===== config.mk =====
export PLATFORM = sky130hd
export DESIGN_NAME = pipe_stage_reg
export DESIGN_NICKNAME = d
export VERILOG_FILES = /design/src/rtl/pipe_stage_reg.sv
export SDC_FILE = /design/constraint.sdc
export NUM_CORES = 1
export LEC_CHECK = 0
export CAP_MARGIN = 5
export CORE_AREA = 2 2 119 121
export CTS_BUF_LIST = sky130_fd_sc_hd__clkbuf_16
export DETAILED_ROUTE_END_ITERATION = 8
export DIE_AREA = 0 0 121 123
export PLACE_DENSITY = 0.79
export SLEW_MARGIN = 20
export SYNTH_ARGS = -nofsm -noshare
export SYNTH_HDL_FRONTEND = slang
export SYNTH_SLANG_ARGS = --single-unit

===== constraint.sdc =====
create_clock -name clk -period 5.5 [get_ports clk]
set_input_delay 0.55 -clock clk [delete_from_list [all_inputs] [get_ports clk]]
set_output_delay 0.55 -clock clk [all_outputs]
set_load 0.02 [all_outputs]

===== src/rtl/pipe_stage_reg.sv =====
// Handshaked pipeline stage register with flush, stall counter and optional skid buffer.
// Define PIPE_SKID_EN to compile in the skid register and make o_ready a pure register output.
module pipe_stage_reg #(
  parameter int CTRL_W   = 9,
  parameter int DATA_W   = 32,
  parameter int NUM_DATA = 3,
  parameter int REG_W    = 5,
  parameter int NUM_REG  = 3,
  parameter int CNT_W    = 16
) (
  input  logic                       clk,
  input  logic                       rst,
  input  logic                       i_valid,
  output logic                       o_ready,
  input  logic [CTRL_W-1:0]          i_ctrl,
  input  logic [DATA_W*NUM_DATA-1:0] i_data,
  input  logic [REG_W*NUM_REG-1:0]   i_regs,
  output logic                       o_valid,
  input  logic                       i_ready,
  output logic [CTRL_W-1:0]          o_ctrl,
  output logic [DATA_W*NUM_DATA-1:0] o_data,
  output logic [REG_W*NUM_REG-1:0]   o_regs,
  input  logic                       i_flush,
  input  logic                       i_clr_cnt,
  output logic [CNT_W-1:0]           o_stall_cnt
);

  localparam int DW = DATA_W * NUM_DATA;
  localparam int RW = REG_W * NUM_REG;

`ifdef PIPE_SKID_EN
  typedef enum logic [1:0] {EMPTY = 2'd0, FULL = 2'd1, SKID = 2'd2} state_t;
`else
  typedef enum logic {EMPTY = 1'b0, FULL = 1'b1} state_t;
`endif

  function automatic logic [CNT_W-1:0] sat_inc(input logic [CNT_W-1:0] v);
    return (&v) ? v : v + {{(CNT_W-1){1'b0}}, 1'b1};
  endfunction

  state_t            state_q, state_d;
  logic              vld_p0;
  logic              ld_in;
  logic [CTRL_W-1:0] m_ctrl_p0;
  logic [DW-1:0]     m_data_p0;
  logic [RW-1:0]     m_regs_p0;
  logic [CNT_W-1:0]  stall_cnt_q;

`ifdef PIPE_SKID_EN
  logic              ld_s, ld_from_s;
  logic              s_vld_p0;
  logic [CTRL_W-1:0] s_ctrl_p0;
  logic [DW-1:0]     s_data_p0;
  logic [RW-1:0]     s_regs_p0;
`endif

  assign vld_p0 = (state_q != EMPTY);

  always_comb begin
    state_d = state_q;
    ld_in   = 1'b0;
`ifdef PIPE_SKID_EN
    ld_s      = 1'b0;
    ld_from_s = 1'b0;
`endif
    if (i_flush) begin
      state_d = EMPTY;
    end else begin
      case (state_q)
        EMPTY: if (i_valid) begin
          ld_in   = 1'b1;
          state_d = FULL;
        end
        FULL: begin
          if (i_ready) begin
            if (i_valid) ld_in = 1'b1;
            else         state_d = EMPTY;
          end
`ifdef PIPE_SKID_EN
          else if (i_valid) begin
            ld_s    = 1'b1;
            state_d = SKID;
          end
          // Without the skid buffer o_ready is low here, so the input simply waits.
`endif
        end
`ifdef PIPE_SKID_EN
        SKID: if (i_ready) begin
          ld_from_s = 1'b1;
          state_d   = FULL;
        end
`endif
        default: state_d = EMPTY;
      endcase
    end
  end

  always_ff @(posedge clk or posedge rst) begin
    if (rst) state_q <= EMPTY;
    else     state_q <= state_d;
  end

  // Main register p0: ctrl is zeroed on every return to EMPTY so bubbles are inert.
  always_ff @(posedge clk or posedge rst) begin
    if (rst) begin
      m_ctrl_p0 <= '0;
      m_data_p0 <= '0;
      m_regs_p0 <= '0;
    end else if (ld_in) begin
      m_ctrl_p0 <= i_ctrl;
      m_data_p0 <= i_data;
      m_regs_p0 <= i_regs;
    end
`ifdef PIPE_SKID_EN
    else if (ld_from_s) begin
      m_ctrl_p0 <= s_ctrl_p0;
      m_data_p0 <= s_data_p0;
      m_regs_p0 <= s_regs_p0;
    end
`endif
    else if (state_d == EMPTY) begin
      m_ctrl_p0 <= '0;
    end
  end

`ifdef PIPE_SKID_EN
  // Skid register p0: holds the entry accepted while downstream stalled.
  always_ff @(posedge clk or posedge rst) begin
    if (rst) begin
      s_vld_p0  <= 1'b0;
      s_ctrl_p0 <= '0;
      s_data_p0 <= '0;
      s_regs_p0 <= '0;
    end else if (i_flush) begin
      s_vld_p0  <= 1'b0;
      s_ctrl_p0 <= '0;
    end else if (ld_s) begin
      s_vld_p0  <= 1'b1;
      s_ctrl_p0 <= i_ctrl;
      s_data_p0 <= i_data;
      s_regs_p0 <= i_regs;
    end else if (ld_from_s) begin
      s_vld_p0  <= 1'b0;
    end
  end

  assign o_ready = !s_vld_p0;
`else
  assign o_ready = !vld_p0 || i_ready;
`endif

  always_ff @(posedge clk or posedge rst) begin
    if (rst)                     stall_cnt_q <= '0;
    else if (i_clr_cnt)          stall_cnt_q <= '0;
    else if (vld_p0 && !i_ready) stall_cnt_q <= sat_inc(stall_cnt_q);
  end

  assign o_valid     = vld_p0;
  assign o_ctrl      = m_ctrl_p0;
  assign o_data      = m_data_p0;
  assign o_regs      = m_regs_p0;
  assign o_stall_cnt = stall_cnt_q;

endmodule


# After elaboration in Yosys (flattened, before gate mapping)
# Index checks and enable logic that the tools add are counted.
# totals
ff_bits,137
in_bits,126
out_inout_bits,138
elab_cells,28
# op_classes
add_sub_neg,1
n_eq_ne,2
mux,12
bitwise,1
reduce_logical,7
# ops
operator,count
16-bit two-way mux,3
9-bit two-way mux,2
16-bit by 1-bit adder with 16-bit output (second input constant),1
16-bit AND reduction,1
1-bit two-way mux,5
1-bit case mux with 2 select lines,2
1-bit zero test,2
2-bit by 1-bit != test with 1-bit output (second input constant),1
2-bit != test (second input constant),1
2-bit AND reduction,1
2-bit nonzero test,1
1-bit logical AND,1
1-bit logical OR,1
1-bit NOT,1

# Depth between registers and ports, before layout
# depth
word_depth,6
mapped_depth,6
ltp_nobuf,5

# Least setup slack after synthesis
# OpenSTA, ideal clock, no wires.
# synth_path
kind,reg-to-reg
start,"register stall_cnt_q[0], in the netlist o_stall_cnt[0]"
end,"register stall_cnt_q[14], in the netlist o_stall_cnt[14]"
setup_ns,0.078
arrival_ns,1.842
t_required_ns,5.422
path_slack_ns,3.580
path_stages_with_launch,6
path_buffers,0
synth_period_minus_slack_ns,1.920
path_cell_list,dfrtp_1 ha_1 nand3_2 or4_1 or3_1 a21oi_1
# synth_via
elab_chain_cells,4
word_cells_on_any_way,7
cone_classes,add/sub: 1; eq/ne: 1; mux: 3; reduce/logical: 2
# synth_lines
element,line,text
from (decl),47,logic [CNT_W-1:0] stall_cnt_q;
from (signal assigned),155,else if (vld_p0 && !i_ready) stall_cnt_q <= sat_inc(stall_cnt_q);
16-bit by 1-bit adder with 16-bit output,38,"return (&v) ? v : v + {{(CNT_W-1){1'b0}}, 1'b1};"
16-bit two-way mux,38,
16-bit two-way mux,155,
16-bit two-way mux,154,else if (i_clr_cnt) stall_cnt_q <= '0;
# Parallel ways exist; a longest one is shown, timed or not. The select of a mux whose other input is x is not followed.
# A chain may end at the register's enable or synchronous reset.

# Worst setup path in the final report
# layout_path
start,input port i_ready
end,output port o_ready
# layout_via
elab_chain_cells,1
# layout_lines
element,line,text
from (decl),19,"input logic i_ready,"
1-bit logical OR,149,assign o_ready = !vld_p0 || i_ready;
to (decl),14,"output logic o_ready,"
# No other way between the ends.

==> results.ini <==
[layout]
drive_above_1_share_pct=24.14
nets=752
diodes=0
layout_commonest_cell=clkdlybuf4s50_1
final_util_pct=64.71
instances_no_fill=818
layout_common_cells=clkdlybuf4s50_1 (263), dfrtp_1 (137), mux2_2 (113)
syn_to_final_growth_pct=64.29

[clock_network]
cts_tree=built
post-cts-setup-buffers=0
numCtsBuffers=17
cts.sinks=137
holdBufCountCts=0
worstSkewPairLatency_ns=0.41
cts.clk_slew.worst_paths_ns=0.05
cts_max_level=4
cts_resized=0
clk_path_buf_depth=2
clock-root-buffer=clkbuf_16

[drt]
route.vias.total=3997
remaining_drc_errors=0
wl_met1_um=4980
met2_length_um=7526
drt-wirelength-per-cell_um=17.57
drtIter0Drc=150
drt_pass1_iterations=4
topRoutingLayerUsed=met4
drt-total-wl_um=14370
vias_per_cell=4.886
dr_wl_met3_um=1440
ant_nets=0

[power_and_ir_drop]
pwr-share-comb_pct=24.3
power_density_nw_per_um2=366.8
p_int_mw=2.385
p_switching_uw=846.1
power_leakage_nw=3.590
pwr-share-clk_pct=37.7
ir_drop_mv=0.1967
seq_power_share_pct=38.0
p_sw_share_pct=26.19

[sta]
hold_viol=0
finalSetupViolations=0
fin_crit_ns=2.703
worstMarginPinSlew_ns=0.8536
skew_ns=0.005809
tns_ns=0
worst_slack_ns=2.797
finalCritPeriodShare_pct=49.14
slew_headroom_pct=42.88
maxSlewViolCount=0
clock.fmax_mhz=370.0
rsz0062_at_grt=no

[worst_setup_path]
critPathMaxFanout=7
crit_required_ns=4.95
reg2reg_depth=4
arrival_ns=2.15
crit_type=in -> out
critPathLaunchType=primary input
worst_setup_path_end_kind=output port

[grt]
grt_pass1_wl_um=22180
grt_pass1_vias=4343
grt.overflow.total=0
grt_use_total_pct=19.50
grt_start_max_net_pins=95
antenna_found_initial=0

[place]
dp_slack_ns=2.781
dp.cells=786
port_buffers=263
hpwl_um=10450
place.gp.congestion=0.7476

[synthesis]
syn_inst=356
synth_area_per_cell_um2=15.06
yosys_warnings=0
seq_area_frac_synth_pct=63.94
synthArstFlopShare_pct=100.0
syn_nets=483
synth_edf_count=0
yosysUniqueCellTypes=32
synth-seq-cells=137
syn-cell-area_um2=5361
yosys_most_used_dff=dfrtp_1
synth_area_leaders=dfrtp_1 (64%), mux2_2 (24%), a22o_1 (1.5%)
synth_top_cell_by_area=dfrtp_1
yosys.area.top_type_share_pct=63.94

[min_path]
hold_path_class=reg -> reg
hold_depth=1

[floorplan]
start_util_pct=39.39
core-area_um2=13610
ios=264
die_width_um=121
fp.dieArea_um2=14880
die_y_um=123
num_rows=43

[run]
cap_viol_max_count=0

[run_status]
run_status=finished, final reports clean

-- synthesized netlist by cell type (3+ instances only) --
cell type and instances:
nand3_1 4, nand2_1 7, mux2_2 113, inv_1 4, or4_1 5, nor2b_1 3, nand4_1 3, a22o_1 9
o21ai_0 7, or3_1 5, or2_2 3, buf_2 13, dfrtp_1 137, o31ai_1 4, nor4_1 3, a21oi_1 11
nor2_1 8
-- cells by family after synthesis --
kind of cell / synth area share, %
adder cells (fa/ha/maj): 0.2333
AO/OA/AOI/OAI: 4.387
XOR/XNOR: 0.3268
buffers and inverters: 1.727
multiplexers: 23.92
flip-flops: 63.94
AND/OR/NAND/NOR: 5.461
-- worst paths after layout --
kind	slack, ns	end	from
worst min-delay path	0.50	o_ctrl[5]	o_ctrl[5]
max in group asynchronous	3.71	o_data[61]	rst
worst max-delay path	2.80	o_ready	i_ready
min in group asynchronous	0.69	o_data[35]	rst
worst max register to register	3.37	o_data[19]	o_valid
worst min register to register	0.50	o_ctrl[5]	o_ctrl[5]
-- power groups by stage --
stage	combinational [mW]	clock (mW)	sequential (mW)
2_1_floorplan	0.175	0	1.42
3_3_place_gp	0.777	0	1.24
3_5_place_dp	0.790	0	1.25
4_1_cts	0.794	1.24	1.23
5_1_grt	0.826	1.29	1.25
6_report	0.785	1.22	1.23
-- critical path, cell delays in order --
cell and delay (ns):
clkdlybuf4s50_1 0.40, nor2b_1 0.50, inv_1 0.13, clkdlybuf4s50_1 0.57
-- per-layer routing --
metal	GRT usage (%)	vias to the layer above
met5	0	-
met4	10.03	0
met3	8.441	29
met2	33.36	192
met1	20.45	1946
li1	-	1830
-- per-stage QoR --
stage,hold slack [ns],power [mW],cell area [µm²]
finish,0.5016,3.231,8808
floorplan,0.6106,1.594,5361
CTS,0.5040,3.267,8808
detailed placement,0.4820,2.036,8174
global route,0.5117,3.367,8808
global placement,0.4835,2.012,8174
-- final cells by class --
cell class                      count  area (µm²)
Sequential cell                   137        3428
Clock inverter                     15       209.0
Clock buffer                       17       425.4
Fill cell                        1024        4803
Inverter                            4       20.02
Timing Repair Buffer              266        2655
Tap cell                          180       225.2
Multi-Input combinational cell    199        1846
-- state kept, by name (all words and copies together) (netlist names) --
signal	flops
o_valid	1
o_stall_cnt	16
o_data	96
o_ctrl	9
o_regs	15
Note: power is estimated with default switching activity, not from simulation.
